===== src/rtl/memory_game_pkg.sv =====
// rtl/memory_game_pkg.sv - shared card-memory constants, shuffle FSM states and LFSR helpers
//
// Contents:
//   CARD_W, ADDR_W, NUM_CARDS          card memory geometry
//   CARD_REMOVED, CARD_FACEDOWN        bit indices within a card word
//   LFSR_TAPS                          Galois tap mask for the 8-bit shuffle LFSR
//   shuffle_state_t                    board_shuffle_ctrl sequencer states
//   lfsr8_next()                       one right-shift Galois step
//   face_down_card()                   builds a fresh {removed=0, face-down=1, value} word
package memory_game_pkg;

  localparam int CARD_W        = 6;
  localparam int ADDR_W        = 4;
  localparam int NUM_CARDS     = 16;
  localparam int CARD_REMOVED  = 5;
  localparam int CARD_FACEDOWN = 4;

  localparam logic [7:0] LFSR_TAPS = 8'hB8;

  typedef enum logic [2:0] {
    IDLE,
    FILL,
    RD_I,
    RD_J,
    CAP,
    WR_I,
    WR_J,
    FIN
  } shuffle_state_t;

  // A non-zero state never maps to zero, so the sequence cannot lock up.
  function automatic logic [7:0] lfsr8_next(input logic [7:0] l);
    return {1'b0, l[7:1]} ^ (l[0] ? LFSR_TAPS : 8'h00);
  endfunction

  function automatic logic [CARD_W-1:0] face_down_card(input logic [3:0] value);
    logic [CARD_W-1:0] c;
    c                = '0;
    c[CARD_FACEDOWN] = 1'b1;
    c[3:0]           = value;
    return c;
  endfunction

endpackage


===== src/rtl/board_shuffle_ctrl_if.sv =====
// rtl/board_shuffle_ctrl_if.sv - single-port card memory bus (write enable, address, write/read data)
//
// Signals:
//   we    write enable, driven by the requester
//   addr  card address, driven by the requester
//   din   write data, driven by the requester
//   dout  read data, driven by the responder (RAM: one cycle after addr)
// Modports:
//   master  requester side (gameplay towards the controller, controller towards the RAM)
//   slave   responder side
interface board_shuffle_ctrl_if;
  import memory_game_pkg::*;

  logic              we;
  logic [ADDR_W-1:0] addr;
  logic [CARD_W-1:0] din;
  logic [CARD_W-1:0] dout;

  modport master (output we, output addr, output din, input dout);
  modport slave  (input we, input addr, input din, output dout);

endinterface


===== src/rtl/lfsr8_galois.sv =====
// rtl/lfsr8_galois.sv - 8-bit right-shift Galois LFSR with seed load and zero-seed substitution
//
// Ports:
//   i_clk    clock
//   i_rst_n  asynchronous active-low reset (value returns to INIT_VAL)
//   i_load   load i_seed (or INIT_VAL when i_seed is zero); has priority over i_step
//   i_seed   seed value
//   i_step   advance one step
//   o_value  current LFSR state
// INIT_VAL must be non-zero, otherwise the register would sit at zero forever.
module lfsr8_galois
  import memory_game_pkg::*;
#(
  parameter logic [7:0] INIT_VAL = 8'h01
) (
  input  logic       i_clk,
  input  logic       i_rst_n,
  input  logic       i_load,
  input  logic [7:0] i_seed,
  input  logic       i_step,
  output logic [7:0] o_value
);

  logic [7:0] r_value;

  always_ff @(posedge i_clk or negedge i_rst_n) begin
    if (!i_rst_n) begin
      r_value <= INIT_VAL;
    end else if (i_load) begin
      r_value <= (i_seed == 8'h00) ? INIT_VAL : i_seed;
    end else if (i_step) begin
      r_value <= lfsr8_next(r_value);
    end
  end

  assign o_value = r_value;

endmodule


===== src/rtl/board_shuffle_ctrl.sv =====
// rtl/board_shuffle_ctrl.sv - port-B arbiter and board fill/shuffle sequencer for the card memory
//
// Ports:
//   Clk        design clock
//   Reset_bar  asynchronous active-low reset; aborts any operation without Done
//   Seed       shuffle seed, sampled when Start is accepted
//   Start      one-cycle request to initialise the board (accepted only in IDLE)
//   Busy       high while the sequencer owns the RAM port
//   Done       one-cycle pulse after the last write
//   Gp_grant   high while gameplay owns the port
//   gp         gameplay port-B requests (slave side); gp.dout is a copy of mem.dout
//   mem        RAM port B (master side)
// Parameters:
//   SWAP_PASSES  full shuffle passes over addresses 15..0 (1..4)
//   LFSR_INIT    LFSR reset value and substitute for a zero Seed
// Build option:
//   BOARD_SHUFFLE_EN  defined: fill then LFSR shuffle; undefined: ordered fill only
module board_shuffle_ctrl
  import memory_game_pkg::*;
#(
  parameter int unsigned SWAP_PASSES = 1,
  parameter logic [7:0]  LFSR_INIT   = 8'h01
) (
  input  logic                 Clk,
  input  logic                 Reset_bar,
  input  logic [7:0]           Seed,
  input  logic                 Start,
  output logic                 Busy,
  output logic                 Done,
  output logic                 Gp_grant,
  board_shuffle_ctrl_if.slave  gp,
  board_shuffle_ctrl_if.master mem
);

  localparam logic [ADDR_W-1:0] FILL_LAST = ADDR_W'(NUM_CARDS - 1);

  shuffle_state_t    r_state;
  logic              r_busy;
  logic              r_done;
  logic [ADDR_W-1:0] r_fill_k;
  logic              w_start_acc;

  assign w_start_acc = (r_state == IDLE) && Start;

`ifdef BOARD_SHUFFLE_EN
  localparam logic [1:0] PASS_LAST = 2'(SWAP_PASSES - 1);

  logic [ADDR_W-1:0] r_i;
  logic [ADDR_W-1:0] r_j;
  logic [1:0]        r_pass;
  logic [3:0]        r_val_i;
  logic [3:0]        r_val_j;
  logic [7:0]        w_lfsr;
  logic [3:0]        w_unused_lfsr_hi;

  lfsr8_galois #(
    .INIT_VAL (LFSR_INIT)
  ) u_lfsr (
    .i_clk   (Clk),
    .i_rst_n (Reset_bar),
    .i_load  (w_start_acc),
    .i_seed  (Seed),
    .i_step  (r_state == WR_J),
    .o_value (w_lfsr)
  );

  assign w_unused_lfsr_hi = w_lfsr[7:4];
`else
  logic w_unused_cfg;
  assign w_unused_cfg = ^{Seed, LFSR_INIT, 3'(SWAP_PASSES)};
`endif

  always_ff @(posedge Clk or negedge Reset_bar) begin
    if (!Reset_bar) begin
      r_state  <= IDLE;
      r_busy   <= 1'b0;
      r_done   <= 1'b0;
      r_fill_k <= '0;
`ifdef BOARD_SHUFFLE_EN
      r_i      <= '0;
      r_j      <= '0;
      r_pass   <= '0;
      r_val_i  <= '0;
      r_val_j  <= '0;
`endif
    end else begin
      r_done <= 1'b0;
      case (r_state)
        IDLE: begin
          if (Start) begin
            r_state  <= FILL;
            r_busy   <= 1'b1;
            r_fill_k <= '0;
          end
        end
        FILL: begin
          r_fill_k <= r_fill_k + 1'b1;
          if (r_fill_k == FILL_LAST) begin
`ifdef BOARD_SHUFFLE_EN
            r_state <= RD_I;
            r_i     <= FILL_LAST;
            r_pass  <= '0;
`else
            r_state <= FIN;
            r_busy  <= 1'b0;
            r_done  <= 1'b1;
`endif
          end
        end
`ifdef BOARD_SHUFFLE_EN
        RD_I: begin
          r_j     <= w_lfsr[ADDR_W-1:0];
          r_state <= RD_J;
        end
        // RAM read latency is one cycle: data for address i lands here.
        RD_J: begin
          r_val_i <= mem.dout[3:0];
          r_state <= CAP;
        end
        CAP: begin
          r_val_j <= mem.dout[3:0];
          r_state <= WR_I;
        end
        WR_I: begin
          r_state <= WR_J;
        end
        WR_J: begin
          r_i <= r_i - 1'b1;
          if (r_i == '0 && r_pass == PASS_LAST) begin
            r_state <= FIN;
            r_busy  <= 1'b0;
            r_done  <= 1'b1;
          end else begin
            if (r_i == '0) begin
              r_pass <= r_pass + 1'b1;
            end
            r_state <= RD_I;
          end
        end
`endif
        FIN: begin
          r_state <= IDLE;
        end
        default: begin
          r_state <= IDLE;
        end
      endcase
    end
  end

  // Gameplay passes straight through whenever the sequencer is not busy;
  // an accepted Start suppresses a same-cycle gameplay write.
  always_comb begin
    mem.we   = 1'b0;
    mem.addr = gp.addr;
    mem.din  = gp.din;
    if (!r_busy) begin
      mem.we = gp.we & ~w_start_acc & Reset_bar;
    end else begin
      case (r_state)
        FILL: begin
          mem.we   = 1'b1;
          mem.addr = r_fill_k;
          mem.din  = face_down_card({1'b0, r_fill_k[3:1]});
        end
`ifdef BOARD_SHUFFLE_EN
        RD_I: begin
          mem.addr = r_i;
        end
        RD_J, CAP: begin
          mem.addr = r_j;
        end
        WR_I: begin
          mem.we   = 1'b1;
          mem.addr = r_i;
          mem.din  = face_down_card(r_val_j);
        end
        WR_J: begin
          mem.we   = 1'b1;
          mem.addr = r_j;
          mem.din  = face_down_card(r_val_i);
        end
`endif
        default: begin
          mem.we = 1'b0;
        end
      endcase
    end
  end

  assign gp.dout  = mem.dout;
  assign Busy     = r_busy;
  assign Done     = r_done;
  assign Gp_grant = ~r_busy;

endmodule


===== src/flat_wrapper.sv =====
// flat-port wrapper written by rule: the top's interface ports become plain ports
module board_shuffle_ctrl_flat import memory_game_pkg::*;
#(
  parameter int unsigned SWAP_PASSES = 1,
  parameter logic [7:0]  LFSR_INIT   = 8'h01
)
  (Clk, Reset_bar, Seed, Start, Busy, Done, Gp_grant, gp_we, gp_addr, gp_din, gp_dout, mem_we, mem_addr, mem_din, mem_dout);
  board_shuffle_ctrl_if gp_i ();
  board_shuffle_ctrl_if mem_i ();
  input  logic Clk;
  input  logic Reset_bar;
  input  logic [7:0] Seed;
  input  logic Start;
  output logic Busy;
  output logic Done;
  output logic Gp_grant;
  input wire logic [$bits(gp_i.we)-1:0] gp_we;
  input wire logic [$bits(gp_i.addr)-1:0] gp_addr;
  input wire logic [$bits(gp_i.din)-1:0] gp_din;
  output wire logic [$bits(gp_i.dout)-1:0] gp_dout;
  output wire logic [$bits(mem_i.we)-1:0] mem_we;
  output wire logic [$bits(mem_i.addr)-1:0] mem_addr;
  output wire logic [$bits(mem_i.din)-1:0] mem_din;
  input wire logic [$bits(mem_i.dout)-1:0] mem_dout;
  assign gp_i.we = gp_we;
  assign gp_i.addr = gp_addr;
  assign gp_i.din = gp_din;
  assign gp_dout = gp_i.dout;
  assign mem_we = mem_i.we;
  assign mem_addr = mem_i.addr;
  assign mem_din = mem_i.din;
  assign mem_i.dout = mem_dout;
  board_shuffle_ctrl #(.SWAP_PASSES(SWAP_PASSES), .LFSR_INIT(LFSR_INIT)) u_core (.Clk(Clk), .Reset_bar(Reset_bar), .Seed(Seed), .Start(Start), .Busy(Busy), .Done(Done), .Gp_grant(Gp_grant), .gp(gp_i), .mem(mem_i));
endmodule

===== config.mk =====
export PLATFORM = sky130hd
export DESIGN_NAME = board_shuffle_ctrl_flat
export DESIGN_NICKNAME = d
export VERILOG_FILES = /design/src/rtl/memory_game_pkg.sv /design/src/rtl/board_shuffle_ctrl_if.sv /design/src/rtl/lfsr8_galois.sv /design/src/rtl/board_shuffle_ctrl.sv /design/src/flat_wrapper.sv
export SDC_FILE = /design/constraint.sdc
export NUM_CORES = 1
export LEC_CHECK = 0
export BUFFER_PORTS_ARGS = -buffer_cell sky130_fd_sc_hd__buf_4
export CORE_MARGIN = 4
export CORE_UTILIZATION = 30
export DETAILED_ROUTE_END_ITERATION = 8
export GPL_TIMING_DRIVEN = 0
export PLACE_DENSITY = 0.75
export SETUP_SLACK_MARGIN = 0.3
export SLEW_MARGIN = 10
export SYNTH_ARGS = -nofsm -noshare
export SYNTH_HDL_FRONTEND = slang
export SYNTH_SLANG_ARGS = --single-unit

===== constraint.sdc =====
create_clock -name Clk -period 1.6 [get_ports Clk]
set_input_delay 0 -clock Clk [delete_from_list [all_inputs] [get_ports Clk]]
set_output_delay 0 -clock Clk [all_outputs]
set_load 0.01 [all_outputs]

### Word-level counts from Yosys, hierarchy flattened

Cells that the tools add are included.

| storage, ports and cells | value |
|---|---|
| bits in registers | 9 |
| output and inout bits | 20 |
| logic and storage cells | 35 |

| cells by class | value |
|---|---|
| $add $sub $neg | 1 |
| eq/ne operators | 4 |
| muxes and demuxes | 16 |
| bitwise logic cells | 4 |
| reduce and logical (&&, ||, !) cells | 6 |

Operator list:

| cell | number |
|---|---|
| 2-to-1 mux 4 bit | 3 |
| 2-to-1 mux 6 bit | 2 |
| case mux 4 bit (2 select lines) | 1 |
| 2-to-1 mux 1 bit | 6 |
| 2-to-1 mux 3 bit | 2 |
| case mux 3 bit (2 select lines) | 1 |
| adder 4 x 1 -> 4 bit, second input constant | 1 |
| equality test 4 bit, second input constant | 1 |
| AND reduction 2 bit | 2 |
| equality test 3 x 1 -> 1 bit, second input constant | 1 |
| logical NOT 3 bit | 1 |
| AND reduction 3 bit | 1 |
| bitwise AND 1 bit | 2 |
| inequality test 2 x 1 -> 1 bit, second input constant | 1 |
| inequality test 2 bit, second input constant | 1 |
| inverter 1 bit | 2 |
| case mux 1 bit (2 select lines) | 1 |
| nonzero test 2 bit | 1 |
| logical AND 1 bit | 1 |

### Logic depth before layout (Yosys ltp)

| depth | value |
|---|---|
| depth in word-level cells | 6 |
| mapped depth | 4 |
| depth with buffers taken out | 4 |

### Worst setup path before layout

No wires, ideal clock.

| timing path | value |
|---|---|
| kind | register to register |
| start point | reg u_core.r_fill_k[0] |
| end point | reg u_core.r_fill_k[2] |
| library setup time | 121 ps |
| arrival time | 1028 ps |
| data required time | 1479 ps |
| slack | 451 ps |
| stages on the path, launching flop included | 4 |
| buffers on the path | 0 |
| period minus slack after synthesis | 1149 ps |
| cell sequence | dfrtp_1 -> ha_1 -> mux2_2 -> a22o_1 |

| between the ends | value |
|---|---|
| cells in the longest elaborated chain, start to end | 2 |

RTL lines:

| what | line | source |
|---|---|---|
| start: declaration | board_shuffle_ctrl.sv:40 | `logic [ADDR_W-1:0] r_fill_k;` |
| start signal: assignment | board_shuffle_ctrl.sv:97 | `r_fill_k <= r_fill_k + 1'b1;` |
| adder 4 x 1 -> 4 bit | board_shuffle_ctrl.sv:97 |  |
| case mux 4 bit (2 select lines) | board_shuffle_ctrl.sv:88 | `case (r_state)` |

Every way passes these cells.
A chain may end at the register's enable or synchronous reset.

### Worst setup path after layout

| timing path | value |
|---|---|
| start point | reg u_core.r_state[1] |
| end point | out mem_addr[2] |

| between the ends | value |
|---|---|
| cells in the longest elaborated chain, start to end | 3 |

RTL lines:

| what | line | source |
|---|---|---|
| start: declaration | board_shuffle_ctrl.sv:37 | `shuffle_state_t r_state;` |
| start signal: assignment | board_shuffle_ctrl.sv:75 | `r_state <= IDLE;` |
| start signal: assignment | board_shuffle_ctrl.sv:91 | `r_state <= FILL;` |
| start signal: assignment | board_shuffle_ctrl.sv:104 | `r_state <= FIN;` |
| equality test 3 x 1 -> 1 bit | board_shuffle_ctrl.sv:160 | `case (r_state)` |
| 2-to-1 mux 4 bit | board_shuffle_ctrl.sv:160 |  |
| 2-to-1 mux 4 bit | board_shuffle_ctrl.sv:157 | `if (!r_busy) begin` |
| end: declaration | flat_wrapper.sv:22 | `output wire logic [$bits(mem_i.addr)-1:0] mem_addr;` |

Every way passes these cells.

==> summary.md <==
| Metric | Value |
|---|---|
| Outcome | `completed` |
| Dpl ws | `286 ps` |
| Clk slew on worst S/H paths | `60 ps` |
| Drt drc | `0` |
| HP Class | `primary input to register` |
| Clock Sinks | `8` |
| Die area | `0.00236 mm²` |
| Synth cell types | `19` |
| Tcrit/Tclk final | `0.903` |
| Hold path depth | `3` |
| Clk_lat worst skew | `250 ps` |
| Synth warnings | `0` |
| Clk_skew | `7.70 ps` |
| H-Tree Depth | `1` |
| Max-cap violations | `0` |
| First-pass GRT wire length | `2.24 mm` |
| Via/cell ratio | `5.02` |
| Slew Limit Headroom | `0.740` |
| VDD IR max | `1.19 mV` |
| Switching Power | `689 µW` |
| Yosys reg bits | `8` |
| Fillcell total | `130` |
| Setup violators final | `0` |
| DP Area | `762 µm²` |
| Startpoint type of the worst setup path | `register` |
| Row cnt | `14` |
| Crit Reg-Reg Endpoint | `u_core.r_fill_k[2]` |
| P_leak | `0.000472 µW` |
| Reg2reg start | `u_core.r_fill_k[0]` |
| DP Wirelength | `1.03 mm` |
| Total negative slack | `0 ps` |
| Clk pwr share | `0.083` |
| IO Port Bufs | `33` |
| Worst Path Required | `1600 ps` |
| Final Cell Area | `917 µm²` |
| Layout cells sized above 1 | `0.670` |
| Via count | `522` |
| CTS max path bufs | `2` |
| CTS buffer count | `3` |
| Mapped cell area | `494 µm²` |
| TritonRoute pass-1 iters | `2` |
| Crit end category | `output port` |
| Area taken by multi-input logic gates | `300 µm²` |
| NumNets Final | `119` |
| PnR worst setup slack | `155 ps` |
| Initial Utilization | `0.324` |
| GR Overflow Total | `0` |
| Seq/Total Area, Yosys | `0.405` |
| Internal power | `1180 µW` |
| GP Congestion | `0.735` |
| Syn_nets | `77` |
| Post-layout min period | `1440 ps` |
| Num ports | `48` |
| Diode count | `0` |
| Iter 0 DRT Violations | `1` |
| Initial antenna violation count | `0` |
| Die W | `48.6 µm` |
| Arr. time, crit path | `1440 ps` |
| Vias in the first global route | `508` |
| Sw Ratio | `0.368` |
| CTS tree | `yes` |
| Post-Route WL | `1.40 mm` |
| Worst Hold End | `u_core.r_state[0]` |
| Overall Global Routing Usage | `0.115` |
| Critical path class | `register to output port` |
| Unrepaired setup endpoints after global routing | `yes` |
| Setup slack, reg-to-reg | `370 ps` |
| Sequential power share | `0.217` |
| Critical-path maximum fanout | `8` |
| R2r worst-path depth | `3` |
| Avg Inst Size Synth | `10.3 µm²` |
| Post-route ant nets | `0` |
| Power density over the cells | `2040 mW/mm²` |
| Count of final hold-check violations | `0` |
| Routed len/inst | `13.5 µm` |
| Slew of the pin with the lowest slew margin | `389 ps` |
| Clock Root Buffer | `clkbuf_4` |
| Hold Crit Start | `Start` |
| Final max-slew violation count | `0` |
| FMAX | `692 MHz` |
| Core area | `0.00152 mm²` |
| Register area | `200 µm²` |
| Area growth from synthesis to layout | `85.6%` |
| End-of-flow core utilization | `0.602` |
| Post-Synthesis Cells | `48` |
| Comb pwr share | `0.700` |
| Die Ht | `48.6 µm` |
| Pin count of the biggest net entering global routing | `10` |
## cells in the mapped netlist
cell type / number / share of area
a22o_1: 2 / 0.035
ha_1: 1 / 0.025
and2_1: 2 / 0.025
nor2_1: 3 / 0.023
o21ai_0: 1 / 0.010
dfrtp_1: 8 / 0.41
nand3_1: 3 / 0.030
nand2_2: 1 / 0.013
nand2b_1: 2 / 0.025
a211oi_1: 1 / 0.015
mux2_2: 8 / 0.18
and2b_1: 1 / 0.015
o21bai_1: 2 / 0.030
buf_4: 6 / 0.091
inv_1: 2 / 0.015
nand2_1: 2 / 0.015
o311ai_0: 1 / 0.018
a21oi_1: 1 / 0.010
nor3b_1: 1 / 0.015
## power by group through the flow
stage	Combinational [µW]	Sequential [µW]	Clock (µW)
global placement	932	394	0
finish	1310	406	155
global route	1400	425	166
CTS	1210	397	160
detailed placement	953	403	0
floorplan	538	382	0
## cell families (layout without fill, tap and decap cells)
logic type / after synthesis / count (layout) / share of synthesized area
AOI/OAI and AO/OA: 8 / 8 / 0.119
and+or+nand+nor: 15 / 15 / 0.162
adders and majority gates: 1 / 1 / 0.0253
buffers and inverters: 8 / 48 / 0.106
DFF: 8 / 8 / 0.405
muxes: 8 / 8 / 0.182
## how the worst max path moves through the flow
stage,startpoint,to,slack [ps],cells after the start
final,u_core.r_state[1],mem_addr[2],160,4
after global routing,u_core.r_state[1],mem_addr[2],90,4
after CTS,u_core.r_state[0],mem_addr[2],140,4
after detailed placement,u_core.r_state[0],mem_addr[2],290,4
after global placement,u_core.r_state[0],mem_addr[2],320,4
after floorplan,u_core.r_fill_k[0],u_core.r_fill_k[2],450,3
## registers in the layout (all words and copies together), names as in the netlist
| register | count |
|---|---|
| u_core.Busy | 1 |
| u_core.r_fill_k | 4 |
| u_core.r_state | 2 |
| u_core.Done | 1 |
## per-layer routing
layer | vias to the layer above | track usage | part of all wire | wire length (µm)
li1 | 246 | - | - | -
met1 | 246 | 0.124 | 0.38 | 527
met2 | 30 | 0.191 | 0.51 | 714
met3 | 0 | 0.0521 | 0.11 | 160
met4 | 0 | 0.0538 | 0 | 0
met5 | - | 0 | 0 | 0
## placed cells by master, fill, tap and decap left out, drive strengths merged
cell and instances:
a211oi 1, o21bai 2, buf 42, nor2 3, a21oi 1, nor3b 1, o21ai 1, inv 2
nand2 3, nand3 3, a22o 2, ha 1, dfrtp 8, clkbuf 3, mux2 8, dlygate4sd3 1
nand2b 2, o311ai 1, and2 2, and2b 1
## what timing repair did
item	CTS	global route
resized for setup	16	9
hold buffers	1	0
pin swaps	1	2
endpoints found under the setup margin	11	11
cloned	0	0
setup buffers	3	0
hold endpoints to repair	8	0
## per-stage QoR
step / total power [µW] / hold WS, ps / std cells
final: 1870 / 69.0 / 104
after floorplan: 921 / -296 / 48
after global routing: 1990 / 99.7 / 104
after CTS: 1770 / 63.7 / 104
after detailed placement: 1360 / -171 / 97
after global placement: 1330 / -174 / 97
## cell type report
| cell class | instances | area share |
|---|---|---|
| plain buffers | 6 | 0.0491 |
| clock buffers | 3 | 0.0246 |
| inverters | 2 | 0.00819 |
| multi-input cells | 32 | 0.327 |
| flip-flops and latches | 8 | 0.218 |
| well taps | 16 | 0.0218 |
| repair buffers | 37 | 0.351 |
## worst max-delay path, stage by stage (launching register included)
cell	delay (ps)
dfrtp_1	370
and2b_2	280
nand2_8	100
mux2_4	320
buf_6	120
(Power assumes the default switching activity.)
